### config.mk
export PLATFORM = sky130hd
export DESIGN_NAME = cfi_shadow_monitor
export DESIGN_NICKNAME = d
export VERILOG_FILES = /design/src/rtl/cfi_pkg.sv /design/src/rtl/cfi_shadow_stack.sv /design/src/rtl/cfi_shadow_monitor.sv
export SDC_FILE = /design/constraint.sdc
export NUM_CORES = 1
export LEC_CHECK = 0
export CORE_UTILIZATION = 30
export CTS_CLUSTER_SIZE = 8
export DETAILED_ROUTE_END_ITERATION = 7
export PLACE_DENSITY_LB_ADDON = 0.15
export SLEW_MARGIN = 5
export SYNTH_ARGS = -nofsm -noshare
export SYNTH_HDL_FRONTEND = slang
export SYNTH_SLANG_ARGS = --single-unit
export TNS_END_PERCENT = 10
### constraint.sdc
create_clock -name clk_i -period 10 [get_ports clk_i]
set_clock_uncertainty 0.1 [all_clocks]
set_input_delay 1.5 -clock clk_i [delete_from_list [all_inputs] [get_ports clk_i]]
set_output_delay 1.5 -clock clk_i [all_outputs]
set_load 0.03 [all_outputs]
### src/rtl/cfi_pkg.sv
// Shared types for the CFI shadow monitor: a trimmed commit-entry view of the core,
// state/cause/expectation encodings and the instruction classifier.
package cfi_pkg;
  localparam int unsigned VLEN            = 32;
  localparam int unsigned NR_COMMIT_PORTS = 2;

  typedef enum logic [3:0] {FU_NONE, LOAD, STORE, ALU, CTRL_FLOW, MULT, CSR} fu_t;
  typedef enum logic [6:0] {ADD, SUB, ANDL, ORL, XORL, JAL, JALR, EQ, NE} fu_op;

  typedef struct packed {
    logic [VLEN-1:0] pc;
    fu_t             fu;
    fu_op            op;
    logic [4:0]      rs1;
    logic [4:0]      rd;
    logic [VLEN-1:0] result;
  } scoreboard_entry_t;

  typedef enum logic [1:0] {
    CAUSE_NONE   = 2'd0,
    RET_MISMATCH = 2'd1,
    LPAD_MISSING = 2'd2,
    SS_UNDERFLOW = 2'd3
  } cfi_cause_e;

  typedef enum logic [1:0] {CFI_DISABLED, CFI_ARMED, CFI_VIOLATED} cfi_state_e;
  typedef enum logic [1:0] {EXP_NONE, EXP_RET, EXP_LPAD} cfi_exp_e;

  localparam logic [1:0] MARK_ENABLE = 2'b10;
  localparam logic [1:0] MARK_LPAD   = 2'b11;
  localparam logic [4:0] REG_X0      = 5'd0;
  localparam logic [4:0] REG_X1      = 5'd1;

  typedef struct packed {
    logic enable;
    logic lpad;
    logic call;
    logic icall;
    logic ret;
  } cfi_class_t;

  function automatic cfi_class_t classify(scoreboard_entry_t e);
    cfi_class_t c;
    logic       marker;
    // Markers are "add x0, x1, imm" encodings whose low result bits carry the tag
    marker  = (e.fu == ALU) && (e.op == ADD) && (e.rs1 == REG_X1) && (e.rd == REG_X0);
    c.enable = marker && (e.result[1:0] == MARK_ENABLE);
    c.lpad   = marker && (e.result[1:0] == MARK_LPAD);
    c.call   = (e.fu == CTRL_FLOW) && ((e.op == JAL) || (e.op == JALR)) && (e.rd == REG_X1);
    c.icall  = c.call && (e.op == JALR);
    c.ret    = (e.fu == CTRL_FLOW) && (e.op == JALR) && (e.rs1 == REG_X1) && (e.rd == REG_X0);
    return c;
  endfunction
endpackage

### src/rtl/cfi_shadow_stack.sv
// Circular shadow return stack. Per-port push/pop requests are resolved in port order;
// top_o/empty_o show the stack as each port sees it, and only the first apply_n_i ops commit.
module cfi_shadow_stack import cfi_pkg::*; #(
  parameter  int unsigned NrPorts = 2,
  parameter  int unsigned SsDepth = 8,
  localparam int unsigned PW      = $clog2(SsDepth),
  localparam int unsigned CW      = $clog2(SsDepth) + 1,
  localparam int unsigned AW      = $clog2(NrPorts + 1)
) (
  input  logic                           clk_i,
  input  logic                           rst_ni,
  input  logic                           flush_i,
  input  logic [NrPorts-1:0]             push_i,
  input  logic [NrPorts-1:0]             pop_i,
  input  logic [NrPorts-1:0][VLEN-1:0]   data_i,
  input  logic [AW-1:0]                  apply_n_i,
  output logic [NrPorts-1:0][VLEN-1:0]   top_o,
  output logic [NrPorts-1:0]             empty_o,
  output logic [CW-1:0]                  count_o
);
  logic [SsDepth-1:0][VLEN-1:0] mem_q, mem_d;
  logic [PW-1:0]                head_q, head_d;
  logic [CW-1:0]                count_q, count_d;

  always_comb begin
    logic [SsDepth-1:0][VLEN-1:0] m;
    logic [PW-1:0]                h;
    logic [CW-1:0]                c;
    m       = mem_q;
    h       = head_q;
    c       = count_q;
    mem_d   = mem_q;
    head_d  = head_q;
    count_d = count_q;
    top_o   = '0;
    empty_o = '0;
    for (int p = 0; p < NrPorts; p++) begin
      // Views ignore apply_n_i so nothing here depends on the checks that consume them
      if (AW'(p) == apply_n_i) begin
        mem_d   = m;
        head_d  = h;
        count_d = c;
      end
      top_o[p]   = m[h - PW'(1)];
      empty_o[p] = (c == '0);
      if (push_i[p]) begin
        m[h] = data_i[p];
        h    = h + PW'(1);
        if (c != CW'(SsDepth)) c = c + CW'(1);
      end else if (pop_i[p] && (c != '0)) begin
        h = h - PW'(1);
        c = c - CW'(1);
      end
    end
    if (apply_n_i == AW'(NrPorts)) begin
      mem_d   = m;
      head_d  = h;
      count_d = c;
    end
    if (flush_i) begin
      head_d  = '0;
      count_d = '0;
    end
  end

  always_ff @(posedge clk_i or negedge rst_ni) begin
    if (!rst_ni) begin
      head_q  <= '0;
      count_q <= '0;
    end else begin
      head_q  <= head_d;
      count_q <= count_d;
    end
  end

  always_ff @(posedge clk_i) begin
    mem_q <= mem_d;
  end

  assign count_o = count_q;
endmodule

### src/rtl/cfi_shadow_monitor.sv
// Control-flow-integrity monitor beside the commit stage: shadow return stack plus
// landing-pad check, armed by a software marker, raising a sticky halt on violation.
module cfi_shadow_monitor import cfi_pkg::*; #(
  parameter  int unsigned NrPorts = NR_COMMIT_PORTS,
  parameter  int unsigned SsDepth = 8,
  parameter  bit          LpadEn  = 1'b1,
  localparam int unsigned CW      = $clog2(SsDepth) + 1,
  localparam int unsigned AW      = $clog2(NrPorts + 1)
) (
  input  logic                                clk_i,
  input  logic                                rst_ni,
  input  scoreboard_entry_t [NrPorts-1:0]     commit_instr_i,
  input  logic [NrPorts-1:0]                  commit_ack_i,
  input  logic                                ex_valid_i,
  input  logic                                clear_i,
  output logic                                enabled_o,
  output logic                                violation_o,
  output logic                                halt_o,
  output logic [1:0]                          cause_o,
  output logic [VLEN-1:0]                     viol_pc_o,
  output logic [CW-1:0]                       ss_count_o
);
  cfi_state_e                   state_q, state_d;
  cfi_exp_e                     pend_q, pend_d;
  logic [VLEN-1:0]              pend_addr_q, pend_addr_d;
  cfi_cause_e                   cause_q, cause_d;
  logic [VLEN-1:0]              vpc_q, vpc_d;
  cfi_class_t                   cls [NrPorts];
  logic [NrPorts-1:0]           push, pop, empty_v;
  logic [NrPorts-1:0][VLEN-1:0] push_data, top_v;
  logic [AW-1:0]                apply_n;
  logic                         flush;

  always_comb begin
    for (int p = 0; p < NrPorts; p++) begin
      cls[p]       = classify(commit_instr_i[p]);
      push[p]      = commit_ack_i[p] && cls[p].call;
      pop[p]       = commit_ack_i[p] && cls[p].ret;
      push_data[p] = commit_instr_i[p].result;
    end
  end

  cfi_shadow_stack #(.NrPorts(NrPorts), .SsDepth(SsDepth)) i_stack (
    .clk_i     (clk_i),
    .rst_ni    (rst_ni),
    .flush_i   (flush),
    .push_i    (push),
    .pop_i     (pop),
    .data_i    (push_data),
    .apply_n_i (apply_n),
    .top_o     (top_v),
    .empty_o   (empty_v),
    .count_o   (ss_count_o)
  );

  always_comb begin
    cfi_cause_e bad;
    logic       stop;
    state_d     = state_q;
    pend_d      = pend_q;
    pend_addr_d = pend_addr_q;
    cause_d     = cause_q;
    vpc_d       = vpc_q;
    apply_n     = '0;
    flush       = 1'b0;
    stop        = 1'b0;
    bad         = CAUSE_NONE;
    unique case (state_q)
      CFI_DISABLED: begin
        for (int p = 0; p < NrPorts; p++)
          if (commit_ack_i[p] && cls[p].enable) state_d = CFI_ARMED;
      end
      CFI_ARMED: begin
        apply_n = AW'(NrPorts);
        for (int p = 0; p < NrPorts; p++) begin
          if (commit_ack_i[p] && !stop) begin
            bad = CAUSE_NONE;
            if (pend_d == EXP_RET && commit_instr_i[p].pc != pend_addr_d) bad = RET_MISMATCH;
            else if (pend_d == EXP_LPAD && !cls[p].lpad)                  bad = LPAD_MISSING;
            pend_d = EXP_NONE;
            if (bad == CAUSE_NONE && cls[p].ret) begin
              if (empty_v[p]) bad = SS_UNDERFLOW;
              else begin
                pend_d      = EXP_RET;
                pend_addr_d = top_v[p];
              end
            end
            if (bad == CAUSE_NONE && cls[p].icall && LpadEn) pend_d = EXP_LPAD;
            // First offender wins; its own stack op and every later port are dropped
            if (bad != CAUSE_NONE) begin
              stop    = 1'b1;
              apply_n = AW'(p);
              cause_d = bad;
              vpc_d   = commit_instr_i[p].pc;
              state_d = CFI_VIOLATED;
            end
          end
        end
        if (ex_valid_i) pend_d = EXP_NONE;
      end
      CFI_VIOLATED: ;
      default: state_d = CFI_DISABLED;
    endcase
    if (clear_i && state_q != CFI_DISABLED) begin
      state_d = CFI_ARMED;
      pend_d  = EXP_NONE;
      flush   = 1'b1;
      cause_d = cause_q;
      vpc_d   = vpc_q;
    end
  end

  // Commit-edge register stage
  always_ff @(posedge clk_i or negedge rst_ni) begin
    if (!rst_ni) begin
      state_q <= CFI_DISABLED;
      pend_q  <= EXP_NONE;
      cause_q <= CAUSE_NONE;
      vpc_q   <= '0;
    end else begin
      state_q <= state_d;
      pend_q  <= pend_d;
      cause_q <= cause_d;
      vpc_q   <= vpc_d;
    end
  end

  always_ff @(posedge clk_i) begin
    pend_addr_q <= pend_addr_d;
  end

  assign enabled_o   = (state_q != CFI_DISABLED);
  assign violation_o = (state_q == CFI_VIOLATED);
  assign halt_o      = violation_o;
  assign cause_o     = cause_q;
  assign viol_pc_o   = vpc_q;
endmodule
---- Word level (Yosys, flattened, before mapping) ----
Cells that the tools add are included.
W data, S select, Z words.
storage, ports and cells
  logic and storage cells ................. 218
  flip-flop bits (word level) ............. 333
  output and inout port bits .............. 41
  input bits .............................. 176
operators by class
  add/subtract/negate cells ............... 8
  multiplexer cells ....................... 90
  bitwise logic cells ..................... 1
  equality and inequality tests ........... 30
  magnitude comparators ................... 6
  reduce and logical (&&, ||, !) cells .... 68
operators with widths
  kind                   number
  $mux W256              4
  $bwmux W256            2
  $mux W32               15
  $bmux W32 S3           2
  $demux W32 S3          2
  $mux W2                40
  $ne A32 B32 Y1         2
  $logic_and A1 B1 Y1    42
  $mux W4                9
  $eq A7 B3 Y1 const B   4
  $mux W3                7
  $eq A5 B1 Y1 const B   4
  $eq A2 B2 Y1 const B   8
  $lt A3 B4 Y1 const B   4
  $logic_not A7 Y1       2
  $ne A4 B4 Y1 const B   3
  $logic_not A2 Y1       5
  $logic_not A5 Y1       2
  $reduce_bool A2 Y1     5
  $add A4 B1 Y4 const B  2
  $eq A4 B2 Y1 const B   2
  $eq A4 B3 Y1 const B   2
  $logic_not A4 Y1       2
  $mux W1                8
  14 further kinds       25

---- Longest topological paths before layout ----
Gate-level depths: netlist (run 1).
  depth in word-level cells ............... 40
  depth in mapped cells ................... 29
  gate-level depth less buffers ........... 19

---- Cells and area by module ----
Synthesis (run 1) repeated with hierarchy kept, for this count alone.
unflattened totals
  cells, all modules ...................... 2485
  area total of the unflattened synthesis .. 24750.0 sq um
by module, submodules not included
  module              instances  area an instance (sq um)  cells an instance
  cfi_shadow_stack    1          19182.1                   1954
  cfi_shadow_monitor  1          5567.8                    531

---- Worst setup path before layout (run 1) ----
No wires, ideal clock.
  kind .................................... reg2reg
  start ................................... register i_stack.head_q[0]
  end ..................................... register i_stack.mem_q[0] (netlist name), enable pin
  setup slack ............................. -0.895 ns
  data arrival time ....................... 10.187 ns
  stages on the path, launching flop included .. 24
  setup time .............................. 0.608 ns
  clock period less this slack ............ 10.895 ns
  buffers on the path ..................... 8
  path through ............................ dfrtp_1 buf_6 clkinv_1 buf_2 clkbuf_1 ha_1 clkbuf_1 buf_2 buf_2 mux4_2 mux2_2 nor2b_1 nor3_1 o21ai_0 a21oi_1 nand4_1 or4_4 o21ba_4 or4_1 buf_4 buf_6 a21o_1 ha_1 inv_1
between the ends
  cells in the longest elaborated chain, start to end .. 23
  elaborated cells on any way between the ends .. 25
  those cells by class .................... add/sub (1); eq/ne (3); mux (16); reduce/logical (5)
ends and longest elaborated chain
  element                                              RTL line                                        text
  start, declared                                      cfi_shadow_stack.sv:22                          logic [PW-1:0] head_q, head_d;
  start signal, assigned                               cfi_shadow_stack.sv:68                          head_q <= '0;
  start signal, assigned                               cfi_shadow_stack.sv:71                          head_q <= head_d;
  $sub A3 B1 Y3 *                                      cfi_shadow_stack.sv:44                          top_o[p] = m[h - PW'(1)];
  $bmux W32 S3 *                                       cfi_shadow_stack.sv:44
  $mux W32 (implied by the code) *                     cfi_shadow_stack.sv:44
  $mux W32 *                                           cfi_shadow_monitor.sv:82                        if (empty_v[p]) bad = SS_UNDERFLOW;
  $mux W32 *                                           cfi_shadow_monitor.sv:81                        if (bad == CAUSE_NONE && cls[p].ret) begin
  $mux W32 *                                           cfi_shadow_monitor.sv:76                        if (commit_ack_i[p] && !stop) begin
  $mux W32 *                                           cfi_shadow_monitor.sv:68                        unique case (state_q)
  $ne A32 B32 Y1 *                                     cfi_shadow_monitor.sv:78                        if (pend_d == EXP_RET && commit_instr_i[p].pc != pend_addr_d) bad = RET_MISMATCH;
  (+7 left out)                                        --
  $mux W2 *                                            cfi_shadow_monitor.sv:76
  $mux W2 *                                            cfi_shadow_monitor.sv:68
  $reduce_bool A2 Y1 *                                 cfi_shadow_monitor.sv:90                        if (bad != CAUSE_NONE) begin
  $mux W2 *                                            cfi_shadow_monitor.sv:90
  $mux W2 *                                            cfi_shadow_monitor.sv:76
  $mux W2 *                                            cfi_shadow_monitor.sv:68
  $eq A2 B2 Y1 / $eq A1 B2 Y1 (equally long branches)  cfi_shadow_stack.sv:55, cfi_shadow_stack.sv:39
  $reduce_bool A2 Y1 (no source line) *                --
  end signal, assigned                                 cfi_shadow_stack.sv:77                          mem_q <= mem_d;
  end, declared                                        cfi_shadow_stack.sv:21                          logic [SsDepth-1:0][VLEN-1:0] mem_q, mem_d;
Every way passes the cells marked *; elsewhere a longest branch is shown, timed or not. The select of a mux whose other input is x is not followed.
A chain may end at the register's enable or synchronous reset.

---- Worst setup path in the final report (run 1) ----
  start ................................... register i_stack.head_q[0]
  end ..................................... register i_stack.mem_q[33] (netlist name), enable pin
Same word-level chain as after synthesis.

==> impl_metrics.toml, run 1 <==
[critical_path]
worst_ep_arrival_time_ps = 8620
cp_slowest_stage_delay_ps = 1020
worst_r2r_endpoint = "i_stack.mem_q[33]$_DFFE_PP_"
cp_slowest_cell = "buf_4"
timing.critical_path.fanout_max = 173
worst_ep_required_time_ps = 10110
setup.worst_path.end_class = "flip-flop"
setup_slack_on_the_worst_flop_to_flop_path_ps = 1490
cell_by_cell_trace_of_the_critical_path = "clkinv_1, ha_4, xor2_4, buf_4, mux4_2, mux2i_1, a2bb2oi_1, o211ai_1, a221oi_1, and3_1, a31oi_1, o21ba_4, or4_1, buf_4, a21o_1, ha_1, clkinvlp_4, buf_12, buf_4"
critPathMostFrequentCell = "buf_4"
timing.setup.critical_path_class = "flip-flop to flip-flop"
timing.critical_path.buf_inv = 6
worst_r2r_startpoint = "i_stack.head_q[0]$_DFFE_PN0P_"
timing.critical_path.max_delay_family = "buffers and inverters"
worstSetupStartpointType = "flip-flop"
rr_worst_depth = 19

[clock_tree]
holdBufCountCts = 0
cts.repair_timing.setup_buffer_count = 0
clk-insertion-delay-late_ps = 610
clock_tree_from_tritoncts = "yes"
clockRootBuffer = "clkbuf_16"
cts_inserted_buffers = 48
cts-resized-gates = 0
max-clock-path-buffers = 3
clkTransAtPathRegs_ps = 60
htree_levels = 2
numClockSinks = 333

[placement]
gp_congestion = 0.883
place.detailed.hpwl_um = 67200
placedCellCount = 3602
io_buffer_count = 216

[power_and_ir_drop]
comb_power_share = 0.175
powerDensity_mw_per_mm2 = 145
worst_case_vdd_ir_drop_v = 0.000125
sw_frac_of_total = 0.293
power.share.sequential = 0.447
p_leak_nw = 10.2
internal-power_mw = 2.94
clock_power_share = 0.378
p_switching_mw = 1.22

[yosys]
synth_flop_cell = "edfxtp_1"
synth_warnings = 0
ys_top_cells_by_area = "edfxtp_1, mux2i_1, dfrtp_1"
post_synthesis_instance_area_mm2 = 0.0242
yosysTopAreaCell = "edfxtp_1"
post_synth.cell_area_avg_um2 = 9.58
synth.distinct_cells = 84
synth_edf_count = 288
syn-instance-count = 2525
asyncSetResetFlopFracSynth = 0.135
synthesis.nets = 2711
synth-seq-area-share = 0.404
synth.top_cells.by_count = "mux2i_1, edfxtp_1, nor2_1"
ys_ff_latch = 333
synth_most_common_cell = "mux2i_1"
synth_top_area_share = 0.357

[grt]
grt_max_degree = 174
gr-total-overflow = 0
vias_in_the_first_global_route = 20900
grt_use_total = 0.246
grt_antenna_before_repair = 7
grt_pass1_wl_um = 150000

[sta]
maxSlewViolCount = 0
report.final.hold_viol_count = 0
post-route-period-util = 0.851
finalWorstPathRequiredPeriod_ps = 8510
maxClockFrequency_mhz = 118
setup_repair_after_global_routing_missed_its_margin = "no"
finalSetupTns_ps = 0
max_slew.worst_pin.slew_ps = 1260
timing.final.setup_violations = 0
remaining_max_slew_budget_at_the_tightest_pin = 0.158

[die]
die_w_um = 286
core_region_area_mm2 = 0.0794
die-area_mm2 = 0.0818
placement_rows = 103
floorplan.initialDensity = 0.305
io-pin-count = 217
die_height_um = 286

[drt]
drt_iter0_markers = 2352
vias = 21600
dr.pass1.iters = 7
postRouteWirelength_um = 104000
wl_per_cell_um = 28.2
postRouteAntennaNets = 0
drt-vias-per-instance = 5.87
drc = 0

[hold_path]
min_delay_worst_endpoint = "state_q[0]$_DFFE_PN0P_"
min_delay_path_depth = 1
worst_hold_check_path_type = "flip-flop to flip-flop"
holdCritStartpoint = "state_q[0]$_DFFE_PN0P_"

[job]
drv_cap = 0

[finish]
synthToLayoutAreaGrowth_pct = 18.5
layout.nets = 2788
drive_above_1_share = 0.0870
final-instance-count-excl-fill = 3674

[status]
outcome = "finished clean"
## power groups by stage
stage	sequential, mW	clock, mW	combinational [mW]
after floorplan	1.84	0	0.439
after global placement	1.88	0	0.713
after detailed placement	1.88	0	0.721
after CTS	1.86	1.60	0.724
after global routing	1.87	1.65	0.785
final	1.86	1.57	0.728
## state kept, by name (all words and copies together), names as in the netlist
register and cells:
pend_q 2, i_stack.head_q 3, i_stack.count_o 4, pend_addr_q 32
state_q 2, cause_o 2, viol_pc_o 32, i_stack.mem_q 256
## worst max path at each step
stage	from	to	slack (ps)	cells after the start
2_1_floorplan	i_stack.head_q[0]$_DFFE_PN0P_	i_stack.mem_q[0]$_DFFE_PP_	430	23
3_3_place_gp	commit_instr_i[71]	i_stack.mem_q[193]$_DFFE_PP_	1060	17
3_5_place_dp	commit_instr_i[71]	i_stack.mem_q[250]$_DFFE_PP_	1070	17
4_1_cts	i_stack.head_q[0]$_DFFE_PN0P_	i_stack.mem_q[250]$_DFFE_PP_	1500	19
5_1_grt	i_stack.head_q[0]$_DFFE_PN0P_	i_stack.mem_q[1]$_DFFE_PP_	1210	18
6_report	i_stack.head_q[0]$_DFFE_PN0P_	i_stack.mem_q[33]$_DFFE_PP_	1490	19
## final cells by class
cell class / count / area [um2]
Tap cell: 1050 / 1310
Antenna cell: 3 / 7.51
Multi-Input combinational cell: 1901 / 13400
Clock inverter: 1 / 20.0
Fill cell: 7975 / 50700
Clock buffer: 68 / 1340
Sequential cell: 333 / 9780
Timing Repair Buffer: 279 / 2680
Inverter: 39 / 150
## cell usage in the layout (no fill, tap or decap), types with 55 or more instances in the layout
cell type	Yosys	routed
clkdlybuf4s50_1	0	215
mux2i_1	345	345
o211ai_1	55	55
xor2_1	57	56
o21ai_0	205	205
nor2_1	276	270
edfxtp_1	288	288
o22a_1	82	82
o22ai_1	86	86
a21oi_1	168	167
nand2_1	215	211
buf_4	7	59
## per-layer routing
| layer | wire length, um | track usage |
|---|---|---|
| met3 | 8640 | 0.0532 |
| met4 | 2830 | 0.0721 |
| met2 | 47100 | 0.391 |
| met1 | 44900 | 0.334 |
| met5 | 64 | 0 |
## per-stage QoR
step                      instance area (um2)  power, mW  utilization  hold slack, ps  setup slack, ps
after floorplan                         24200       2.28            -             382              431
after global placement                  27300       2.59        0.344             413             1060
after detailed placement                27300       2.60        0.344             423             1070
after CTS                               28700       4.18        0.361             432             1500
after global routing                    28700       4.31        0.361             491             1210
final                                   28700       4.16        0.361             428             1490
## kinds of logic (layout without fill, tap and decap cells)
group / Yosys count / count (layout) / share of synthesized area
other: 0 / 3 / 0
multiplexers: 403 / 403 / 0.188
AND/OR/NAND/NOR: 656 / 656 / 0.120
adder cells (fa/ha/maj): 10 / 10 / 0.00517
XOR/XNOR: 77 / 77 / 0.0282
AO/OA/AOI/OAI: 755 / 755 / 0.203
buffers and inverters: 291 / 387 / 0.0509
flip-flops: 333 / 333 / 0.404
No activity file was read; power rests on OpenSTA's default activity.
==> inputs of run 2 (changes only) <==
--- a/config.mk
+++ b/config.mk
@@ -5,7 +5,9 @@
 export SDC_FILE = /design/constraint.sdc
 export NUM_CORES = 1
 export LEC_CHECK = 0
+export ABC_CLOCK_PERIOD_IN_PS = 10000
 export CORE_UTILIZATION = 30
+export CTS_CLUSTER_DIAMETER = 60
 export CTS_CLUSTER_SIZE = 8
 export DETAILED_ROUTE_END_ITERATION = 7
 export PLACE_DENSITY_LB_ADDON = 0.15
==> impl_metrics.toml, run 2 (synthesis gave the netlist of run 1 again) <==
[status]
outcome = "finished clean"

[drt]
postRouteWirelength_um = 103000
drt-vias-per-instance = 5.88
postRouteAntennaNets = 0
dr.pass1.iters = 7
drc = 0
drt_iter0_markers = 2233
vias = 21600
wl_per_cell_um = 28.1

[critical_path]
timing.critical_path.fanout_max = 173
worstSetupStartpointType = "flip-flop"
worstSetupPathDepth = 19
setup.worst_path.end_class = "flip-flop"
rr_worst_depth = 19
cp_slowest_stage_delay_ps = 1010
critPathMostFrequentCell = "buf_4"
timing.setup.critical_path_class = "flip-flop to flip-flop"
worst_ep_required_time_ps = 10110
timing.critical_path.max_delay_family = "buffers and inverters"
cell_by_cell_trace_of_the_critical_path = "clkinv_1, ha_4, xor2_4, buf_4, mux4_2, mux2i_1, a2bb2oi_1, o211ai_1, a221oi_1, and3_1, a31oi_1, o21ba_4, or4_1, buf_4, a21o_1, ha_1, clkinvlp_4, buf_12, buf_4"
timing.critical_path.buf_inv = 6
worst_ep_arrival_time_ps = 8500
cp_slowest_cell = "buf_4"

[grt]
grt_pass1_wl_um = 150000
vias_in_the_first_global_route = 21000
grt_use_total = 0.246
gr-total-overflow = 0
grt_max_degree = 174
grt_antenna_before_repair = 7

[job]
drv_cap = 0

[die]
placement_rows = 103
die-area_mm2 = 0.0818
io-pin-count = 217
core_region_area_mm2 = 0.0794
die_height_um = 286
die_w_um = 286
floorplan.initialDensity = 0.305

[clock_tree]
clkTransAtPathRegs_ps = 50
cts-resized-gates = 0
clk-insertion-delay-late_ps = 620
holdBufCountCts = 0
max-clock-path-buffers = 3
clock_tree_from_tritoncts = "yes"
clockRootBuffer = "clkbuf_16"
numClockSinks = 333
htree_levels = 2
cts_inserted_buffers = 51
cts.repair_timing.setup_buffer_count = 0

[sta]
setup_repair_after_global_routing_missed_its_margin = "no"
max_slew.worst_pin.slew_ps = 1350
remaining_max_slew_budget_at_the_tightest_pin = 0.101
finalWorstPathRequiredPeriod_ps = 8390
maxSlewViolCount = 0
post-route-period-util = 0.839
maxClockFrequency_mhz = 119
finalSetupTns_ps = 0
report.final.hold_viol_count = 0
timing.final.setup_violations = 0

[finish]
layout.nets = 2791
mostFrequentLayoutCells = "mux2i_1, edfxtp_1, nor2_1"
finalCoreUtilization = 0.362
registers.top_by_ff_count = "i_stack.mem_q"
synthToLayoutAreaGrowth_pct = 18.9
drive_above_1_share = 0.0898
final_common_cell = "mux2i_1"
max_ffs_per_register = 256

[placement]
gp_congestion = 0.883
io_buffer_count = 216
place.detailed.hpwl_um = 67200

[hold_path]
min_delay_path_depth = 1
worst_hold_check_path_type = "flip-flop to flip-flop"

[power_and_ir_drop]
powerDensity_mw_per_mm2 = 147
p_leak_nw = 10.2
worst_case_vdd_ir_drop_v = 0.000128
## run 2: changes by cell type in the layout (fill, tap and decap cells not counted)
cell,before,now
inv_16,1,0
diode_2,3,2
clkinv_1,3,5
clkinv_2,0,2
clkbuf_8,4,3
clkbuf_1,15,13
clkinv_8,0,1
inv_6,0,1
clkbuf_16,49,52
clkinvlp_4,1,4
## run 2: path summary, 6_finish.rpt
kind,from,end,slack (ps)
min in group asynchronous,rst_ni,i_stack.count_o[3]$_DFFE_PN0P_,900
worst min-delay path,state_q[0]$_DFFE_PN0P_,state_q[0]$_DFFE_PN0P_,430
worst max-delay path,i_stack.head_q[0]$_DFFE_PN0P_,i_stack.mem_q[124]$_DFFE_PP_,1610
max in group asynchronous,rst_ni,i_stack.head_q[0]$_DFFE_PN0P_,8420
worst min register to register,state_q[0]$_DFFE_PN0P_,state_q[0]$_DFFE_PN0P_,430
worst max register to register,i_stack.head_q[0]$_DFFE_PN0P_,i_stack.mem_q[124]$_DFFE_PP_,1610
## run 2: report_power, final
group	switching [mW]	total, mW	internal [mW]
clock network	0.681	1.64	0.957
logic	0.421	0.726	0.305
registers	0.138	1.86	1.72
total	1.24	4.23	2.98
## run 2: layer usage
metal  share of wire  global-route usage
met5         0.00077                   0
met4           0.027              0.0706
met3           0.082              0.0518
met2            0.46               0.393
met1            0.43               0.334
## run 2: area by class of cell
| cell class | instances | area (um2) |
|---|---|---|
| Inverter | 39 | 150 |
| Clock buffer | 68 | 1390 |
| Tap cell | 1050 | 1310 |
| Clock inverter | 9 | 65.1 |
| Multi-Input combinational cell | 1901 | 13400 |
| Fill cell | 7984 | 50600 |
| Timing Repair Buffer | 279 | 2680 |
| Sequential cell | 333 | 9780 |
| Antenna cell | 2 | 5.00 |
## run 2: stage by stage
stage                     area, um2  hold WS [ps]  instances  setup slack (ps)  power (mW)
after floorplan               24200           382       2525               431        2.28
after global placement        27300           413       3602              1060        2.59
after detailed placement      27300           423       3602              1070        2.60
after CTS                     28800           431       3679              1490        4.25
after global routing          28800           489       3679              1200        4.38
final                         28800           427       3681              1610        4.23
